**src/rtl/field_unpacker_if.sv**
```systemverilog
// Byte-stream input and field output handshakes of the field unpacker.
// The slave modport is the unpacker itself; master is whoever feeds and drains it.
interface field_unpacker_if;
    logic       in_valid;
    logic       in_ready;
    logic [7:0] in_byte;
    logic       out_valid;
    logic       out_ready;
    logic [4:0] out_1;
    logic [4:0] out_2;
    logic [4:0] out_3;
    logic [4:0] out_4;
    logic [4:0] out_5;
    logic [4:0] out_6;
    logic       frame_err;
    logic [7:0] err_count;

    modport master (
        output in_valid, in_byte, out_ready,
        input  in_ready, out_valid, out_1, out_2, out_3, out_4, out_5, out_6,
        input  frame_err, err_count
    );

    modport slave (
        input  in_valid, in_byte, out_ready,
        output in_ready, out_valid, out_1, out_2, out_3, out_4, out_5, out_6,
        output frame_err, err_count
    );
endinterface

```
**src/rtl/field_unpacker.sv**
```systemverilog
// Rebuilds a 32-bit frame from four bytes (MSB first), splits it into six 5-bit
// fields, checks the 2-bit trailer and holds the result in a one-deep output slot.
module field_unpacker #(
    parameter logic [1:0] TRAILER  = 2'b11,
    parameter bit         DROP_BAD = 1'b0
) (
    input  logic            clk,
    input  logic            areset,
    input  logic            flush,
    field_unpacker_if.slave bus
);
    localparam int NUM_FIELDS = 6;
    localparam int FIELD_W    = 5;

    logic [1:0]                           count_reg;
    logic [23:0]                          shift_reg;
    logic                                 out_valid_reg;
    logic                                 frame_err_reg;
    logic [7:0]                           err_count_reg;
    logic [NUM_FIELDS-1:0][FIELD_W-1:0]   field_reg;
    logic [NUM_FIELDS-1:0][FIELD_W-1:0]   field_next;

    logic [31:0] word_next;
    logic        in_ready;
    logic        accept;
    logic        last_byte;
    logic        trailer_bad;
    logic        load_frame;
    logic        pop;

    // Only the final byte of a frame can stall; it waits while the slot is held
    // but goes through in the same cycle the consumer pops.
    assign in_ready    = !flush && !(count_reg == 2'd3 && out_valid_reg && !bus.out_ready);
    assign accept      = bus.in_valid && in_ready;
    assign last_byte   = accept && (count_reg == 2'd3);
    assign word_next   = {shift_reg, bus.in_byte};
    assign trailer_bad = (word_next[1:0] != TRAILER);
    assign load_frame  = last_byte && (!trailer_bad || !DROP_BAD);
    assign pop         = out_valid_reg && bus.out_ready;

    // f1 sits in the top five bits of the word, f6 just above the trailer.
    genvar gi;
    generate
        for (gi = 0; gi < NUM_FIELDS; gi++) begin : g_field
            assign field_next[gi] = word_next[31 - FIELD_W*gi -: FIELD_W];
        end
    endgenerate

    always_ff @(posedge clk or posedge areset) begin
        if (areset) begin
            count_reg     <= 2'd0;
            shift_reg     <= 24'd0;
        end else if (flush) begin
            count_reg     <= 2'd0;
        end else if (accept) begin
            count_reg     <= count_reg + 2'd1;
            shift_reg     <= {shift_reg[15:0], bus.in_byte};
        end
    end

    always_ff @(posedge clk or posedge areset) begin
        if (areset) begin
            out_valid_reg <= 1'b0;
            frame_err_reg <= 1'b0;
            field_reg     <= '0;
        end else if (load_frame) begin
            out_valid_reg <= 1'b1;
            frame_err_reg <= trailer_bad;
            field_reg     <= field_next;
        end else if (pop) begin
            out_valid_reg <= 1'b0;
        end
    end

    // Counts every bad trailer, including frames that DROP_BAD discards.
    always_ff @(posedge clk or posedge areset) begin
        if (areset) begin
            err_count_reg <= 8'd0;
        end else if (last_byte && trailer_bad && err_count_reg != 8'hFF) begin
            err_count_reg <= err_count_reg + 8'd1;
        end
    end

    assign bus.in_ready  = in_ready;
    assign bus.out_valid = out_valid_reg;
    assign bus.frame_err = frame_err_reg;
    assign bus.err_count = err_count_reg;
    assign bus.out_1     = field_reg[0];
    assign bus.out_2     = field_reg[1];
    assign bus.out_3     = field_reg[2];
    assign bus.out_4     = field_reg[3];
    assign bus.out_5     = field_reg[4];
    assign bus.out_6     = field_reg[5];
endmodule

```
**src/flat_wrapper.sv**
```systemverilog
// flat-port wrapper written by rule: the top's interface ports become plain ports
module field_unpacker_flat 
#(
    parameter logic [1:0] TRAILER  = 2'b11,
    parameter bit         DROP_BAD = 1'b0
)
  (clk, areset, flush, bus_in_valid, bus_in_byte, bus_out_ready, bus_in_ready, bus_out_valid, bus_out_1, bus_out_2, bus_out_3, bus_out_4, bus_out_5, bus_out_6, bus_frame_err, bus_err_count);
  field_unpacker_if bus_i ();
  input  logic clk;
  input  logic areset;
  input  logic flush;
  input wire logic [$bits(bus_i.in_valid)-1:0] bus_in_valid;
  input wire logic [$bits(bus_i.in_byte)-1:0] bus_in_byte;
  input wire logic [$bits(bus_i.out_ready)-1:0] bus_out_ready;
  output wire logic [$bits(bus_i.in_ready)-1:0] bus_in_ready;
  output wire logic [$bits(bus_i.out_valid)-1:0] bus_out_valid;
  output wire logic [$bits(bus_i.out_1)-1:0] bus_out_1;
  output wire logic [$bits(bus_i.out_2)-1:0] bus_out_2;
  output wire logic [$bits(bus_i.out_3)-1:0] bus_out_3;
  output wire logic [$bits(bus_i.out_4)-1:0] bus_out_4;
  output wire logic [$bits(bus_i.out_5)-1:0] bus_out_5;
  output wire logic [$bits(bus_i.out_6)-1:0] bus_out_6;
  output wire logic [$bits(bus_i.frame_err)-1:0] bus_frame_err;
  output wire logic [$bits(bus_i.err_count)-1:0] bus_err_count;
  assign bus_i.in_valid = bus_in_valid;
  assign bus_i.in_byte = bus_in_byte;
  assign bus_i.out_ready = bus_out_ready;
  assign bus_in_ready = bus_i.in_ready;
  assign bus_out_valid = bus_i.out_valid;
  assign bus_out_1 = bus_i.out_1;
  assign bus_out_2 = bus_i.out_2;
  assign bus_out_3 = bus_i.out_3;
  assign bus_out_4 = bus_i.out_4;
  assign bus_out_5 = bus_i.out_5;
  assign bus_out_6 = bus_i.out_6;
  assign bus_frame_err = bus_i.frame_err;
  assign bus_err_count = bus_i.err_count;
  field_unpacker #(.TRAILER(TRAILER), .DROP_BAD(DROP_BAD)) u_core (.clk(clk), .areset(areset), .flush(flush), .bus(bus_i));
endmodule
```
**config.mk**
```make
export PLATFORM = sky130hd
export DESIGN_NAME = field_unpacker_flat
export DESIGN_NICKNAME = d
export VERILOG_FILES = /design/src/rtl/field_unpacker_if.sv /design/src/rtl/field_unpacker.sv /design/src/flat_wrapper.sv
export SDC_FILE = /design/constraint.sdc
export NUM_CORES = 1
export LEC_CHECK = 0
export ABC_AREA = 1
export CORE_MARGIN = 1
export CORE_UTILIZATION = 46
export DETAILED_ROUTE_END_ITERATION = 6
export PLACE_DENSITY = 0.75
export SLEW_MARGIN = 10
export SYNTH_ARGS = -nofsm -noshare
export SYNTH_HDL_FRONTEND = slang
export SYNTH_SLANG_ARGS = --single-unit
```
**constraint.sdc**
```tcl
create_clock -name clk -period 2 [get_ports clk]
set_clock_uncertainty 0.15 [all_clocks]
set_input_delay 0.4 -clock clk [delete_from_list [all_inputs] [get_ports clk]]
set_output_delay 0.4 -clock clk [all_outputs]
set_load 0.01 [all_outputs]
```
### Word level (Yosys, flattened, before mapping)

Index checks and enable logic that the tools add are counted.

| operators by class | value |
|---|---|
| bitwise operators | 1 |
| $add $sub $neg | 2 |
| eq/ne operators | 3 |
| muxes and demuxes | 4 |
| reductions and logical operators | 14 |

Operator list:

| operator | number |
|---|---|
| 8-bit by 1-bit adder with 8-bit output (second input constant) | 1 |
| 1-bit logical AND | 8 |
| 8-bit != test (second input constant) | 1 |
| 2-bit two-way mux | 2 |
| 2-bit nonzero test | 2 |
| 1-bit zero test | 3 |
| 2-bit by 1-bit adder with 2-bit output (second input constant) | 1 |
| 2-bit equality test (second input constant) | 1 |
| 1-bit two-way mux | 2 |
| 2-bit != test (second input constant) | 1 |
| 2-bit AND reduction | 1 |
| 1-bit NOT | 1 |

| storage, ports and cells | value |
|---|---|
| bits in registers | 66 |
| bits of input ports | 13 |
| logic and storage cells | 35 |
| output and inout bits | 41 |

### Logic depth before layout (Yosys ltp)

Gate-level depths: netlist (run 1).

| depth | value |
|---|---|
| word-level depth | 9 |
| mapped depth | 9 |
| depth with buffers taken out | 9 |

### Worst setup path after synthesis (run 1)

OpenSTA, ideal clock, no wires.

| timing | value |
|---|---|
| kind | register to output |
| start point | register u_core.count_reg[0] |
| end point | output port bus_in_ready |
| required time | 1.450 ns |
| cell stages (with the launch flop) | 3 |
| setup slack | 0.521 ns |
| buffers on the path | 0 |
| arrival | 0.929 ns |
| cell sequence | dfrtp_1 -> ha_1 -> a31oi_1 |

| on the way | value |
|---|---|
| cells in the longest elaborated chain, start to end | 5 |

Ends and longest elaborated chain:

| element | RTL line | source |
|---|---|---|
| from (decl) | field_unpacker.sv:15 | `logic [1:0] count_reg;` |
| from (signal assigned) | field_unpacker.sv:56 | `count_reg <= count_reg + 2'd1;` |
| 2-bit equality test | field_unpacker.sv:33 | `assign in_ready = !flush && !(count_reg == 2'd3 && out_valid_reg && !bus.out_ready);` |
| 1-bit logical AND (2 in a row) | field_unpacker.sv:33 |  |
| 1-bit zero test | field_unpacker.sv:33 |  |
| 1-bit logical AND | field_unpacker.sv:33 |  |
| to (decl) | flat_wrapper.sv:15 | `output wire logic [$bits(bus_i.in_ready)-1:0] bus_in_ready;` |

No other way between the ends.

### Worst setup path after layout (run 1)

| timing | value |
|---|---|
| start point | register u_core.err_count_reg[4] (netlist: u_core.bus.err_count[4]) |
| end point | output port bus_err_count[4] |

RTL lines:

| element | RTL line | source |
|---|---|---|
| from (decl) | field_unpacker.sv:19 | `logic [7:0] err_count_reg;` |
| from (signal assigned) | field_unpacker.sv:80 | `err_count_reg <= err_count_reg + 8'd1;` |
| to (decl) | flat_wrapper.sv:24 | `output wire logic [$bits(bus_i.err_count)-1:0] bus_err_count;` |

No word-level cell between the ends.

==> reports/qor.yml, run 1 <==
outcome:
  run_status: "finished, final reports clean"
timing:
  timing.fmax_ghz: 0.521
  count_of_final_hold_check_violations: 0
  setup_repair_after_global_routing_missed_its_margin: "no"
  slew_headroom_pct: 77.4
  timing.final.crit_period_ns: 1.92
  timing.final.crit_share_pct: 95.9
  worst-slew-pin-transition_ns: 0.339
  hold_slack_ns: 0.327
  timing.final.max_slew_violations: 0
  finalWorstSetupSlack_ns: 0.0815
  timing.final.setup_violations: 0
synthesis:
  xor_xnor_share_of_the_synthesized_area_pct: 0.313
  mappedNetlistArea_sq_mm: 0.00280
  avgSynthCellArea_sq_um: 9.33
  synth.mux.area_fraction_pct: 0
  yosysSeqAreaShare_pct: 59.0
  synth_cell_types: 25
  synth_adder_area_share_pct: 0.894
  yosys_warnings: 0
  post_synth_inst_count: 300
  fraction_of_the_mapped_netlist_area_in_compound_gates_pct: 11.0
  synth_simple_gate_area_share_pct: 21.0
  largest_family_of_logic_cells_by_synthesized_area: "simple AND/OR/NAND/NOR gates"
  syn-num-nets: 315
  synth_seq_cells: 66
setup_path:
  timing.critical_path.from_type: "register"
  critical_path_arrival_ns: 1.37
  crit_path_top_delay_cell: "clkdlybuf4s50_1"
  worst_ep_required_time_ns: 1.45
  critical_path.max_stage_delay_ns: 0.58
  number_of_buffer_and_inverter_instances_along_the_worst_setup_path: 1
  path_max_fanout: 7
  crit_family: "buffers and inverters"
  worstSetupPathType: "register to primary output"
  ff2ff_setup_slack_ns: 0.33
  timing.critical_path.to_type: "primary output"
  crit_chain: "clkdlybuf4s50_1"
clock_network:
  cts_root_buffer_type: "clkbuf_8"
  tritoncts.num_buffers: 9
  cts_tree: "yes"
  cts.sinks: 66
  clock_insertion_delay_worst_skew_ns: 0.34
  clk_transition_reported_paths_ns: 0.06
  ctsHtreeMaxLevel: 3
  clock_path_buffers: 2
  cts_hold_buf: 0
  postCtsSetupRepairBufs: 0
floorplan:
  core.rowCount: 28
  placeableCoreArea_sq_mm: 0.00589
  die_area_sq_mm: 0.00640
  die_h_um: 80.0
  io_pins: 54
  die_w_um: 80.0
  initial_core_util_pct: 47.6
place:
  globalplace.congestion: 0.785
  number_of_buffers_added_on_ports: 53
  placed_cells: 425
  dp_slack_ns: -0.191
  dpl.hpwl_mm: 3.57
  post_dp_cell_area_sq_mm: 0.00345
grt:
  number_of_global_route_vias_before_repair: 2019
  routing_usage_on_met2_pct: 29.6
  antenna_found_initial: 0
  grt_max_degree: 67
  first_pass_grt_wire_length_mm: 9.07
  grt.met1_usage_pct: 23.9
  grt-busiest-layer: "met2"
  grt.total_usage_pct: 18.8
  globalRouteOverflowTotal: 0
  groute.layer.met3.usage_pct: 4.46
drt:
  drt_pass1_iterations: 4
  drc_errors: 0
  final_antenna_net_count: 0
  wirelength_mm: 5.13
  wl_per_cell_um: 11.6
  via_count: 2116
  drt-initial-drc-count: 135
  detail_route.vias_per_cell: 4.80
cells_and_area:
  fin_area_sq_mm: 0.00370
  finalCoreUtilization_pct: 62.9
  final_layout_size_suffix_gt1_share_pct: 13.9
  largest_reg_flops: 24
  area_growth_syn_to_layout_pct: 32.3
  n_fill_cell: 523
  final_cells: 441
  finish.net_count: 376
  num_antenna_cells: 0
pwr:
  static-leakage-power_nw: 1.80
  ir_worst_vdd_mv: 0.630
  power.density_mw_per_mm2: 1020
job:
  maxCapViolations: 0
hold_path:
  hp-class: "register to register"
[layout make-up]
type / instances / area (sq um) / area share, %
clock buffer: 12 / 155 / 4.19
sequential: 66 / 1650 / 44.6
multi-input combinational: 188 / 935 / 25.2
inverter: 35 / 135 / 3.65
timing repair buffer: 61 / 636 / 17.2
tap: 75 / 93.8 / 2.53
clock inverter: 4 / 97.6 / 2.64
[final timing paths]
kind                                                          start                               to  cells after the start
worst max-delay path            u_core.bus.err_count[4]$_DFFE_PP0P_                 bus_err_count[4]                      1
worst min-delay path                u_core.bus.out_1[2]$_DFFE_PP0P_  u_core.bus.out_1[2]$_DFFE_PP0P_                      2
worst max register to register      u_core.count_reg[0]$_DFFE_PP0P_  u_core.bus.out_1[1]$_DFFE_PP0P_                      7
worst min register to register      u_core.bus.out_1[2]$_DFFE_PP0P_  u_core.bus.out_1[2]$_DFFE_PP0P_                      2
max in group asynchronous                                    areset  u_core.bus.out_5[2]$_DFFE_PP0P_                      3
min in group asynchronous                                    areset  u_core.bus.out_1[4]$_DFFE_PP0P_                      3
[cells in the final DEF (no fill, tap or decap), types with 2 or more instances in the layout]
master | synthesis | routed
nand2_1 | 100 | 100
dfrtp_1 | 66 | 66
clkdlybuf4s50_1 | 0 | 52
inv_1 | 33 | 32
o21ai_0 | 26 | 26
nand3_1 | 16 | 16
o21ai_2 | 13 | 13
clkbuf_8 | 0 | 11
nor2_1 | 8 | 8
o21ai_1 | 8 | 8
buf_12 | 0 | 4
buf_4 | 1 | 4
nand2_2 | 3 | 3
bufinv_16 | 0 | 3
inv_2 | 2 | 2
nor2_4 | 2 | 2
nand2_4 | 2 | 2
a21oi_1 | 2 | 2
clkinvlp_4 | 0 | 2
ha_1 | 2 | 2
[synth_stat cells]
| cell type | n | share of area [%] |
|---|---|---|
| a21oi_1 | 2 | 0.36 |
| a31oi_1 | 1 | 0.22 |
| buf_2 | 3 | 0.54 |
| buf_4 | 1 | 0.27 |
| buf_6 | 5 | 2.0 |
| clkbuf_1 | 1 | 0.13 |
| clkbuf_2 | 1 | 0.18 |
| dfrtp_1 | 66 | 59 |
| ha_1 | 2 | 0.89 |
| inv_1 | 33 | 4.4 |
| inv_2 | 2 | 0.27 |
| nand2_1 | 100 | 13 |
| nand2_2 | 3 | 0.67 |
| nand2_4 | 2 | 0.80 |
| nand3_1 | 16 | 2.9 |
| nand3_2 | 1 | 0.36 |
| nand4_4 | 1 | 0.76 |
| nor2_1 | 8 | 1.1 |
| nor2_2 | 1 | 0.22 |
| nor2_4 | 2 | 0.80 |
| o21ai_0 | 26 | 4.6 |
| o21ai_1 | 8 | 1.4 |
| o21ai_2 | 13 | 4.1 |
| o21bai_1 | 1 | 0.27 |
| xor2_1 | 1 | 0.31 |
[routing by layer]
layer / up-vias / wire [um]
li1: 1067 / -
met1: 996 / 2390
met2: 43 / 2420
met3: 10 / 197
met4: 0 / 114
met5: - / 0
[cell families after synthesis]
logic type	count (synthesis)
simple gates	134
flops	66
compound gates	51
buf+inv	46
fa+ha+maj	2
xor+xnor	1
[worst register-to-register path, stage by stage (launching register included)]
cell and delay (ns):
dfrtp_1 0.40, ha_1 0.23, buf_4 0.15, nand4_4 0.13
buf_4 0.26, inv_2 0.12, nand2_1 0.07, nand2_1 0.05
[power breakdown]
part / total (mW) / internal [mW] / switching (mW)
combinational: 0.729 / 0.398 / 0.330
clock: 1.37 / 0.897 / 0.476
sequential: 1.69 / 1.56 / 0.129
total: 3.79 / 2.85 / 0.936
[per-stage QoR]
stage               power [mW]  TNS, ns
floorplan                 2.04        0
global placement          2.42   -0.166
detailed placement        2.45   -0.344
CTS                       3.84        0
global route              4.00        0
finish                    3.79        0
[repair_timing]
action | in CTS | in global routing
endpoints found under the hold margin | 0 | 0
gates resized for setup | 3 | 2
setup endpoints to repair | 1 | 1
pin swaps | 1 | 0
Power figures use the tool's default switching activity.
==> inputs of run 2 (changes only) <==
Settings changed: CORE_UTILIZATION 46 to 56, DONT_BUFFER_PORTS set to 1, PLACE_DENSITY 0.75 to 0.74, REMOVE_ABC_BUFFERS set to 1.
==> reports/qor.yml, run 2 (synthesis results as in run 1) <==
outcome:
  run_status: "finished, final reports clean"  # unchanged
timing:
  worst-slew-pin-transition_ns: 0.423  # was 0.339 ns
  finalWorstSetupSlack_ns: 0.105  # was 0.0815 ns
  timing.final.max_slew_violations: 0  # unchanged
  timing.fmax_ghz: 0.528  # was 0.521 GHz
  count_of_final_hold_check_violations: 0  # unchanged
  timing.final.setup_violations: 0  # unchanged
  setup_repair_after_global_routing_missed_its_margin: "no"  # unchanged
  timing.final.crit_period_ns: 1.89  # was 1.92 ns
  totalNegativeSetupSlack_ns: 0  # unchanged
  slew_headroom_pct: 71.8  # was 77.4%
  timing.final.crit_share_pct: 94.7  # was 95.9%
grt:
  grt-busiest-layer: "met2"  # unchanged
  groute.layer.met3.usage_pct: 5.80  # was 4.46%
  number_of_global_route_vias_before_repair: 1831  # was 2,019
  grt.total_usage_pct: 20.6  # was 18.8%
  globalRouteOverflowTotal: 0  # unchanged
  grt.met1_usage_pct: 26.3  # was 23.9%
  first_pass_grt_wire_length_mm: 8.18  # was 9.07 mm
  routing_usage_on_met2_pct: 32.6  # was 29.6%
  grt_max_degree: 67  # unchanged
  antenna_found_initial: 0  # unchanged
pwr:
  power.sequential.fraction_pct: 58.0  # was 44.5%
  total_switching_power_uw: 868  # was 936 uW
  internal-power_mw: 2.19  # was 2.85 mW
  static-leakage-power_nw: 1.55  # was 1.80 nW
  clockPowerShare_pct: 31.4  # was 36.2%
  ir_worst_vdd_mv: 0.558  # was 0.630 mV
  power.share.switching_pct: 28.4  # was 24.7%
  power.share.combinational_pct: 10.6  # was 19.2%
  power.density_mw_per_mm2: 1010  # was 1020 mW/mm^2
  total_power_mw: 3.06  # was 3.79 mW
cells_and_area:
  final_layout_size_suffix_gt1_share_pct: 14.2  # was 13.9%
  finish.net_count: 320  # was 376
  fin_area_sq_mm: 0.00302  # was 0.00370 sq mm
  num_antenna_cells: 0  # unchanged
  final_cells: 376  # was 441
  area_growth_syn_to_layout_pct: 7.82  # was 32.3%
  layout.cells.most_common: "nand2_1"  # unchanged
  largest_reg_flops: 24  # unchanged
  layout.cells.most_common_list: "nand2_1, dfrtp_1, inv_1"  # was nand2_1, dfrtp_1, clkdlybuf4s50_1
setup_path:
  timing.critical_path.to_type: "primary output"  # unchanged
  critical_path_arrival_ns: 1.34  # was 1.37 ns
  timing.critical_path.from_type: "register"  # unchanged
  ff2ff_setup_slack_ns: 0.36  # was 0.33 ns
  worstSetupPathType: "register to primary output"  # unchanged
  worst_ep_required_time_ns: 1.45  # about the same
  path_max_fanout: 3  # was 7
clock_network:
  cts.sinks: 66  # unchanged
  cts_root_buffer_type: "clkbuf_8"  # unchanged
  tritoncts.num_buffers: 9  # unchanged
  ctsHtreeMaxLevel: 3  # unchanged
  cts_tree: "yes"  # unchanged
  clock_path_buffers: 2  # unchanged
  clock_insertion_delay_worst_skew_ns: 0.33  # was 0.34 ns
  clk_transition_reported_paths_ns: 0.07  # was 0.06 ns
drt:
  detail_route.vias_per_cell: 4.98  # was 4.80
  final_antenna_net_count: 0  # unchanged
  via_count: 1871  # was 2,116
  wirelength_mm: 4.72  # was 5.13 mm
  drt-initial-drc-count: 104  # was 135
  drt_pass1_iterations: 4  # unchanged
  drc_errors: 0  # unchanged
  wl_per_cell_um: 12.6  # was 11.6 um
floorplan:
  core.rowCount: 25  # was 28
  initial_core_util_pct: 58.9  # was 47.6%
  die_w_um: 72.7  # was 80.0 um
  io_pins: 54  # unchanged
  placeableCoreArea_sq_mm: 0.00475  # was 0.00589 sq mm
  die_h_um: 72.7  # was 80.0 um
  die_area_sq_mm: 0.00528  # was 0.00640 sq mm
place:
  globalplace.congestion: 0.843  # was 0.785
  post_dp_cell_area_sq_mm: 0.00284  # was 0.00345 sq mm
  dp_slack_ns: 0.366  # was -0.191 ns
  dpl.hpwl_mm: 3.09  # was 3.57 mm
  placed_cells: 360  # was 425
  number_of_buffers_added_on_ports: 0  # was 53
job:
  maxCapViolations: 0  # unchanged
hold_path:
  hp-class: "primary input to register"  # was register to register
-- run 2: changes by cell type in the layout (fill, tap and decap cells not counted) --
cell,delta
clkinv_2,+3
clkinvlp_4,-2
buf_12,-3
buf_4,-1
a31oi_1,+1
buf_2,-1
inv_2,+1
clkdlybuf4s50_1,-52
dlygate4sd3_1,+1
bufinv_16,-3
a31oi_2,-1
-- run 2: final timing paths --
kind                                                   from                             endpoint  cells past startpoint
setup reg to reg            u_core.count_reg[0]$_DFFE_PP0P_     u_core.shift_reg[19]$_DFFE_PP0P_                      5
hold reg to reg            u_core.shift_reg[20]$_DFFE_PP0P_      u_core.bus.out_1[1]$_DFFE_PP0P_                      2
setup / recovery            u_core.count_reg[0]$_DFFE_PP0P_                         bus_in_ready                      2
max in group asynchronous                            areset  u_core.bus.err_count[2]$_DFFE_PP0P_                      3
hold / removal                               bus_in_byte[7]      u_core.bus.out_5[0]$_DFFE_PP0P_                      2
min in group asynchronous                            areset      u_core.count_reg[1]$_DFFE_PP0P_                      3
-- run 2: timing repair --
item / CTS / global route
setup buffers: 0 / 0
hold buffers: 1 / 0
gates resized for setup: 0 / 0
hold endpoints to repair: 66 / 0
-- run 2: final cells by class --
cell class	instances	area, sq um
fillers	423	1740
flip-flops and latches	66	1650
multi-input cells	188	928
clock buffers	12	155
inverters	35	131
well taps	67	83.8
repair buffers	5	52.6
clock inverters	3	15.0
-- run 2: worst max-delay path, cell delays in order, from the launching register on --
cell,delay [ns]
dfrtp_1,0.39
ha_1,0.26
a31oi_1,0.36
-- run 2: per-stage QoR --
stage	utilization, %	hold slack (ns)
after floorplan	-	0.292
after global placement	59.7	0.232
after detailed placement	59.7	0.236
after CTS	63.5	0.0535
after global routing	63.5	0.0684
final	63.5	0.0671
-- run 2: power groups by stage --
stage | Combinational (mW) | Clock, mW | Sequential [mW]
after floorplan | 0.267 | 0 | 1.76
after CTS | 0.334 | 0.996 | 1.78
after global routing | 0.390 | 1.05 | 1.81
final | 0.325 | 0.960 | 1.78
after global placement | 0.311 | 0 | 1.80
after detailed placement | 0.330 | 0 | 1.80
-- run 2: routing by layer --
layer  up-vias  part of all wire [%]
li1        947                     -
met5         -                     0
met4         0                  0.97
met2        38                    47
met3         4                   4.3
met1       882                    48
